==> src/rtl/regfile_pkg.sv <==
`default_nettype none
// ============================================================================
//  Module      : regfile_pkg
//  Description : Shared types and default parameter constants for the
//                multi-ported register file.
//  Revision    : 1.0 - initial release
// ============================================================================
package regfile_pkg;

    // Sequencer state: sweep INIT_VAL into every entry, then serve traffic.
    typedef enum logic [0:0] {
        INIT = 1'b0,
        RUN  = 1'b1
    } state_t;

    // Default parameter values shared by the top and sub-module.
    localparam int c_def_data_w   = 32;
    localparam int c_def_addr_w   = 5;
    localparam int c_def_num_rd   = 2;
    localparam int c_def_num_wr   = 2;
    localparam int c_def_zero_reg = 1;
    localparam int c_def_bypass   = 1;

endpackage : regfile_pkg
`default_nettype wire

==> src/rtl/regfile_wr_arb.sv <==
`default_nettype none
// ============================================================================
//  Module      : regfile_wr_arb
//  Description : Resolves same-address write conflicts (highest port wins),
//                drops writes to the hardwired zero entry, and picks the
//                forwarding data for each read port.
//  Revision    : 1.0 - initial release
// ============================================================================
module regfile_wr_arb
    import regfile_pkg::*;
#(
    parameter int DATA_W   = c_def_data_w,
    parameter int ADDR_W   = c_def_addr_w,
    parameter int NUM_RD   = c_def_num_rd,
    parameter int NUM_WR   = c_def_num_wr,
    parameter int ZERO_REG = c_def_zero_reg
) (
    input  logic [NUM_WR-1:0]        wr_en,
    input  logic [NUM_WR*ADDR_W-1:0] wr_addr,
    input  logic [NUM_WR*DATA_W-1:0] wr_data,
    input  logic [NUM_RD*ADDR_W-1:0] rd_addr,
    output logic [NUM_WR-1:0]        wr_commit,
    output logic [NUM_RD-1:0]        rd_hit,
    output logic [NUM_RD*DATA_W-1:0] rd_byp_data
);

    // A port commits only if no higher-indexed enabled port hits the same entry.
    always_comb begin
        wr_commit = wr_en;
        for (int w = 0; w < NUM_WR; w++) begin
            if ((ZERO_REG != 0) && (wr_addr[w*ADDR_W +: ADDR_W] == '0)) begin
                wr_commit[w] = 1'b0;
            end
            for (int v = w + 1; v < NUM_WR; v++) begin
                if (wr_en[v] && (wr_addr[v*ADDR_W +: ADDR_W] == wr_addr[w*ADDR_W +: ADDR_W])) begin
                    wr_commit[w] = 1'b0;
                end
            end
        end
    end

    // Forwarding select: scanning ports upward lets the highest match win.
    always_comb begin
        rd_hit      = '0;
        rd_byp_data = '0;
        for (int r = 0; r < NUM_RD; r++) begin
            for (int w = 0; w < NUM_WR; w++) begin
                if (wr_en[w] && (wr_addr[w*ADDR_W +: ADDR_W] == rd_addr[r*ADDR_W +: ADDR_W])) begin
                    rd_hit[r]                     = 1'b1;
                    rd_byp_data[r*DATA_W +: DATA_W] = wr_data[w*DATA_W +: DATA_W];
                end
            end
        end
    end

endmodule : regfile_wr_arb
`default_nettype wire

==> src/rtl/regfile_mp.sv <==
`default_nettype none
// ============================================================================
//  Module      : regfile_mp
//  Description : Parameterised multi-read / multi-write register file with an
//                initialisation sweep after reset, optional zero entry and
//                optional same-cycle write-to-read forwarding.
//  Revision    : 1.0 - initial release
// ============================================================================
module regfile_mp
    import regfile_pkg::*;
#(
    parameter int                DATA_W   = c_def_data_w,
    parameter int                ADDR_W   = c_def_addr_w,
    parameter int                NUM_RD   = c_def_num_rd,
    parameter int                NUM_WR   = c_def_num_wr,
    parameter int                ZERO_REG = c_def_zero_reg,
    parameter int                BYPASS   = c_def_bypass,
    parameter logic [DATA_W-1:0] INIT_VAL = '0
) (
    input  logic                     clk,
    input  logic                     reset,
    input  logic [NUM_RD*ADDR_W-1:0] rd_addr,
    output logic [NUM_RD*DATA_W-1:0] rd_data,
    input  logic [NUM_WR-1:0]        wr_en,
    input  logic [NUM_WR*ADDR_W-1:0] wr_addr,
    input  logic [NUM_WR*DATA_W-1:0] wr_data,
    output logic                     ready
);

    localparam int                DEPTH       = 2 ** ADDR_W;
    localparam logic [ADDR_W-1:0] c_last_idx  = {ADDR_W{1'b1}};

    state_t              r_state;
    state_t              w_state_next;
    logic [ADDR_W-1:0]   r_init_idx;
    logic [ADDR_W-1:0]   w_init_idx_next;
    logic [DATA_W-1:0]   r_mem [DEPTH];

    logic [NUM_WR-1:0]        w_wr_en_run;
    logic [NUM_WR-1:0]        w_wr_commit;
    logic [NUM_RD-1:0]        w_rd_hit;
    logic [NUM_RD*DATA_W-1:0] w_rd_byp_data;

    assign ready = (r_state == RUN);

    // Writes count only in RUN and never in a reset cycle.
    assign w_wr_en_run = wr_en & {NUM_WR{ready & ~reset}};

    regfile_wr_arb #(
        .DATA_W   (DATA_W),
        .ADDR_W   (ADDR_W),
        .NUM_RD   (NUM_RD),
        .NUM_WR   (NUM_WR),
        .ZERO_REG (ZERO_REG)
    ) u_wr_arb (
        .wr_en       (w_wr_en_run),
        .wr_addr     (wr_addr),
        .wr_data     (wr_data),
        .rd_addr     (rd_addr),
        .wr_commit   (w_wr_commit),
        .rd_hit      (w_rd_hit),
        .rd_byp_data (w_rd_byp_data)
    );

    // State and sweep-counter register; reset restarts the sweep.
    always_ff @(posedge clk) begin
        if (reset) begin
            r_state    <= INIT;
            r_init_idx <= '0;
        end else begin
            r_state    <= w_state_next;
            r_init_idx <= w_init_idx_next;
        end
    end

    // Next state: leave INIT on the cycle that writes the last entry.
    always_comb begin
        w_state_next    = r_state;
        w_init_idx_next = r_init_idx;
        case (r_state)
            INIT: begin
                w_init_idx_next = r_init_idx + 1'b1;
                if (r_init_idx == c_last_idx) begin
                    w_state_next = RUN;
                end
            end
            RUN:     w_state_next = RUN;
            default: w_state_next = INIT;
        endcase
    end

    // Storage update: sweep write in INIT, arbitrated port writes in RUN.
    always_ff @(posedge clk) begin
        if (!reset) begin
            if (r_state == INIT) begin
                r_mem[r_init_idx] <= INIT_VAL;
            end else begin
                for (int w = 0; w < NUM_WR; w++) begin
                    if (w_wr_commit[w]) begin
                        r_mem[wr_addr[w*ADDR_W +: ADDR_W]] <= wr_data[w*DATA_W +: DATA_W];
                    end
                end
            end
        end
    end

    // Combinational read: zero in INIT, zero entry, then forwarding, then array.
    always_comb begin
        rd_data = '0;
        for (int r = 0; r < NUM_RD; r++) begin
            if (r_state == RUN) begin
                if ((ZERO_REG != 0) && (rd_addr[r*ADDR_W +: ADDR_W] == '0)) begin
                    rd_data[r*DATA_W +: DATA_W] = '0;
                end else if ((BYPASS != 0) && w_rd_hit[r]) begin
                    rd_data[r*DATA_W +: DATA_W] = w_rd_byp_data[r*DATA_W +: DATA_W];
                end else begin
                    rd_data[r*DATA_W +: DATA_W] = r_mem[rd_addr[r*ADDR_W +: ADDR_W]];
                end
            end
        end
    end

endmodule : regfile_mp
`default_nettype wire

==> config.mk <==
export PLATFORM = sky130hd
export DESIGN_NAME = regfile_mp
export DESIGN_NICKNAME = d
export VERILOG_FILES = /design/src/rtl/regfile_pkg.sv /design/src/rtl/regfile_wr_arb.sv /design/src/rtl/regfile_mp.sv
export SDC_FILE = /design/constraint.sdc
export NUM_CORES = 2
export LEC_CHECK = 0
export BUFFER_PORTS_ARGS = -buffer_cell sky130_fd_sc_hd__buf_4
export CAP_MARGIN = 20
export CORE_UTILIZATION = 35
export DETAILED_ROUTE_END_ITERATION = 7
export GPL_TIMING_DRIVEN = 0
export MAX_ROUTING_LAYER = met4
export PLACE_DENSITY_LB_ADDON = 0.12
export SLEW_MARGIN = 40
export SYNTH_ARGS = -nofsm -noshare
export SYNTH_HDL_FRONTEND = slang
export SYNTH_SLANG_ARGS = --single-unit
export TNS_END_PERCENT = 5
==> constraint.sdc <==
create_clock -name clk -period 5.9 [get_ports clk]
set_input_delay 0.59 -clock clk [delete_from_list [all_inputs] [get_ports clk]]
set_output_delay 0.59 -clock clk [all_outputs]
set_load 0.1 [all_outputs]
==> results.json <==
{
  "rsz0062_at_grt": "false",
  "cp.required_ns": 5.31,
  "setup_viol": 0,
  "top_usage_layer": "met2",
  "yosysTopAreaCell": "edfxtp_1",
  "post_cts_buffers": 0,
  "place_congestion": 1.02,
  "cts_tree": "built",
  "syn_nets": 5498,
  "tightestPinTransition_ns": 0.987,
  "h-tree-depth": 3,
  "syn_avg_cell_area_um2": 11.2,
  "synthDistinctLibCells": 54,
  "cp-start-kind": "flop",
  "vias": 54300,
  "dpl.hpwl_mm": 264,
  "fmax_mhz": 171,
  "die_h_um": 419,
  "outcome": "completed",
  "layout_min_cycle_time_ns": 5.84,
  "min_period_over_period_pct": 99.0,
  "holdWs_ns": 0.177,
  "core_area_um2": 172000,
  "clkSlewWorstSetupHoldPaths_ns": 0.06,
  "fin_util_pct": 41.6,
  "synthCells": 5408,
  "fillers": 16600,
  "path_class": "flop to primary output",
  "instances_no_fill": 8207,
  "ys_async_sr_fraction_pct": 0,
  "grt_use_met1_pct": 48.9,
  "ys_seq_area_share_pct": 50.8,
  "antenna_found_initial": 21,
  "vdd.ir_drop.worst_mv": 0.251,
  "power_density_nw_per_um2": 241,
  "grt_pass1_wl_mm": 455,
  "drt_iter0_drc": 8455,
  "grt_overflow_total": 0,
  "dp.cells": 7973,
  "initial_utilization_pct": 35.3,
  "ys_warn_count": 0,
  "worstPathMaxFanout": 10,
  "worst_clock_skew_ns": 0.0217,
  "viasPerCell": 6.61,
  "final_cell_mix": "nand2_1, edfxtp_1, o21ai_0",
  "endpoint_kind": "primary output",
  "synth_edf_count": 1024,
  "drive_above_1_share_pct": 19.8,
  "clkSinkCount": 1030,
  "ios": 153,
  "cts_resized": 0,
  "syn2layout_area_growth_pct": 17.6,
  "hold_viol_final": 0,
  "power_w": 0.0172,
  "io_buffers": 141,
  "hold_path.class": "input port to flop",
  "wl_per_cell_um": 42.4,
  "ant_nets": 0,
  "slew_viol_final": 0,
  "ys_ff_latch": 1030,
  "grt_max_degree": 15,
  "use_met3_pct": 8.84,
  "post-route-drc-count": 0,
  "ys.flop_type": "edfxtp_1",
  "cts_buffers": 121,
  "die_w_um": 419,
  "synth_area_um2": 60800,
  "grt_use_met2_pct": 57.2,
  "slew_headroom_pct": 34.2,
  "nets": 5878,
  "p_leak_nw": 22.5,
  "synthTopCellsByArea": "edfxtp_1, mux4_2, o21ai_0, nand2_1, mux2i_1",
  "netlist.area_leader.share_pct": 50.6,
  "clockBufferDepth": 3,
  "firstDrtPassIters": 7,
  "hold_buffers": 0,
  "grt.total_usage_pct": 40.2,
  "clock_latency_ns": 0.77,
  "die_area_um2": 175000,
  "arrival_ns": 5.25,
  "grt_pass1_vias": 51100,
  "drt-total-wl_mm": 348,
  "clockRootBuffer": "clkbuf_16",
  "maxCapViolCount": 0,
  "rows": 152,
  "final_common_cell": "nand2_1"
}
[final timing paths]
kind / slack [ns] / startpoint / cells after the start / end
setup reg to reg: 1.04 / ready / 10 / r_mem[31][26]
hold reg to reg: 0.61 / r_init_idx[1] / 2 / r_init_idx[1]
setup / recovery: 0.06 / ready / 8 / rd_data[44]
hold / removal: 0.18 / wr_data[59] / 3 / r_mem[1][27]
[state kept, by name, indices dropped and copies added, names as in the netlist]
name        flops
ready           1
r_mem        1024
r_init_idx      5
[critical path, cell delays in order, from the launching register on]
cell,delay (ns)
dfxtp_1,0.73
nand3b_2,0.41
nor4_4,0.90
and2_1,0.29
buf_2,0.38
buf_2,0.41
nor4_1,0.11
a211oi_1,0.81
buf_4,0.43
[routing by layer]
metal / wire [um] / part of all wire (%)
met3: 37100 / 11
met1: 129000 / 37
met2: 147000 / 42
met4: 34800 / 10
met5: 0 / 0
[cells by family (layout without fill, tap and decap cells)]
kind of cell / Yosys count / after routing / share of synthesized area, %
mux: 646 / 646 / 18.6
fa+ha+maj: 2 / 2 / 0.0412
buf+inv: 750 / 1226 / 5.15
compound gates: 1609 / 1609 / 15.9
xor+xnor: 28 / 28 / 0.404
simple gates: 1343 / 1343 / 9.12
other cells: 0 / 13 / 0
flops: 1030 / 1030 / 50.8
[Yosys cell counts (6+ instances only)]
master	count
nand2_1	1094
edfxtp_1	1024
o21ai_0	993
clkbuf_1	487
mux4_2	384
mux2i_1	257
a22oi_1	188
buf_2	132
a221oi_1	124
nor2_1	90
inv_1	70
a211oi_1	67
a31oi_1	64
o31ai_1	64
o21a_1	62
nor4_1	59
buf_4	29
buf_1	27
xor2_1	23
nor4b_1	20
o21bai_1	19
nor2b_1	18
nor3_1	12
o22ai_1	12
nor3b_1	8
dfxtp_1	6
nand2b_1	6
[layout make-up]
class                           instances  area, um2  share of cell area, %
Timing Repair Buffer                  257       3300                   4.63
Antenna cell                           13       32.5                 0.0455
Sequential cell                      1030      30900                   43.2
Clock inverter                         62        400                  0.560
Inverter                               70        263                  0.368
Multi-Input combinational cell       3628      27500                   38.5
Clock buffer                          157       3200                   4.48
Buffer                                680       3010                   4.21
Tap cell                             2310       2890                   4.05
[power by group]
part	switching [W]	internal, W	total, W	leakage, nW
clock network	0.00326	0.00399	0.00725	1.75
logic	0.00141	0.000582	0.00199	12.5
registers	0.0000262	0.00798	0.00801	8.22
[metrics by stage]
step	worst slack, ns	area [um2]	TNS [ns]
after CTS	0.291	71400	0
after global routing	0.140	71400	0
after floorplan	0.633	60800	0
after detailed placement	0.949	67800	0
after global placement	-2.57	64700	-1890.71
final	0.0596	71400	0
Note: power is estimated with default switching activity, not from simulation.
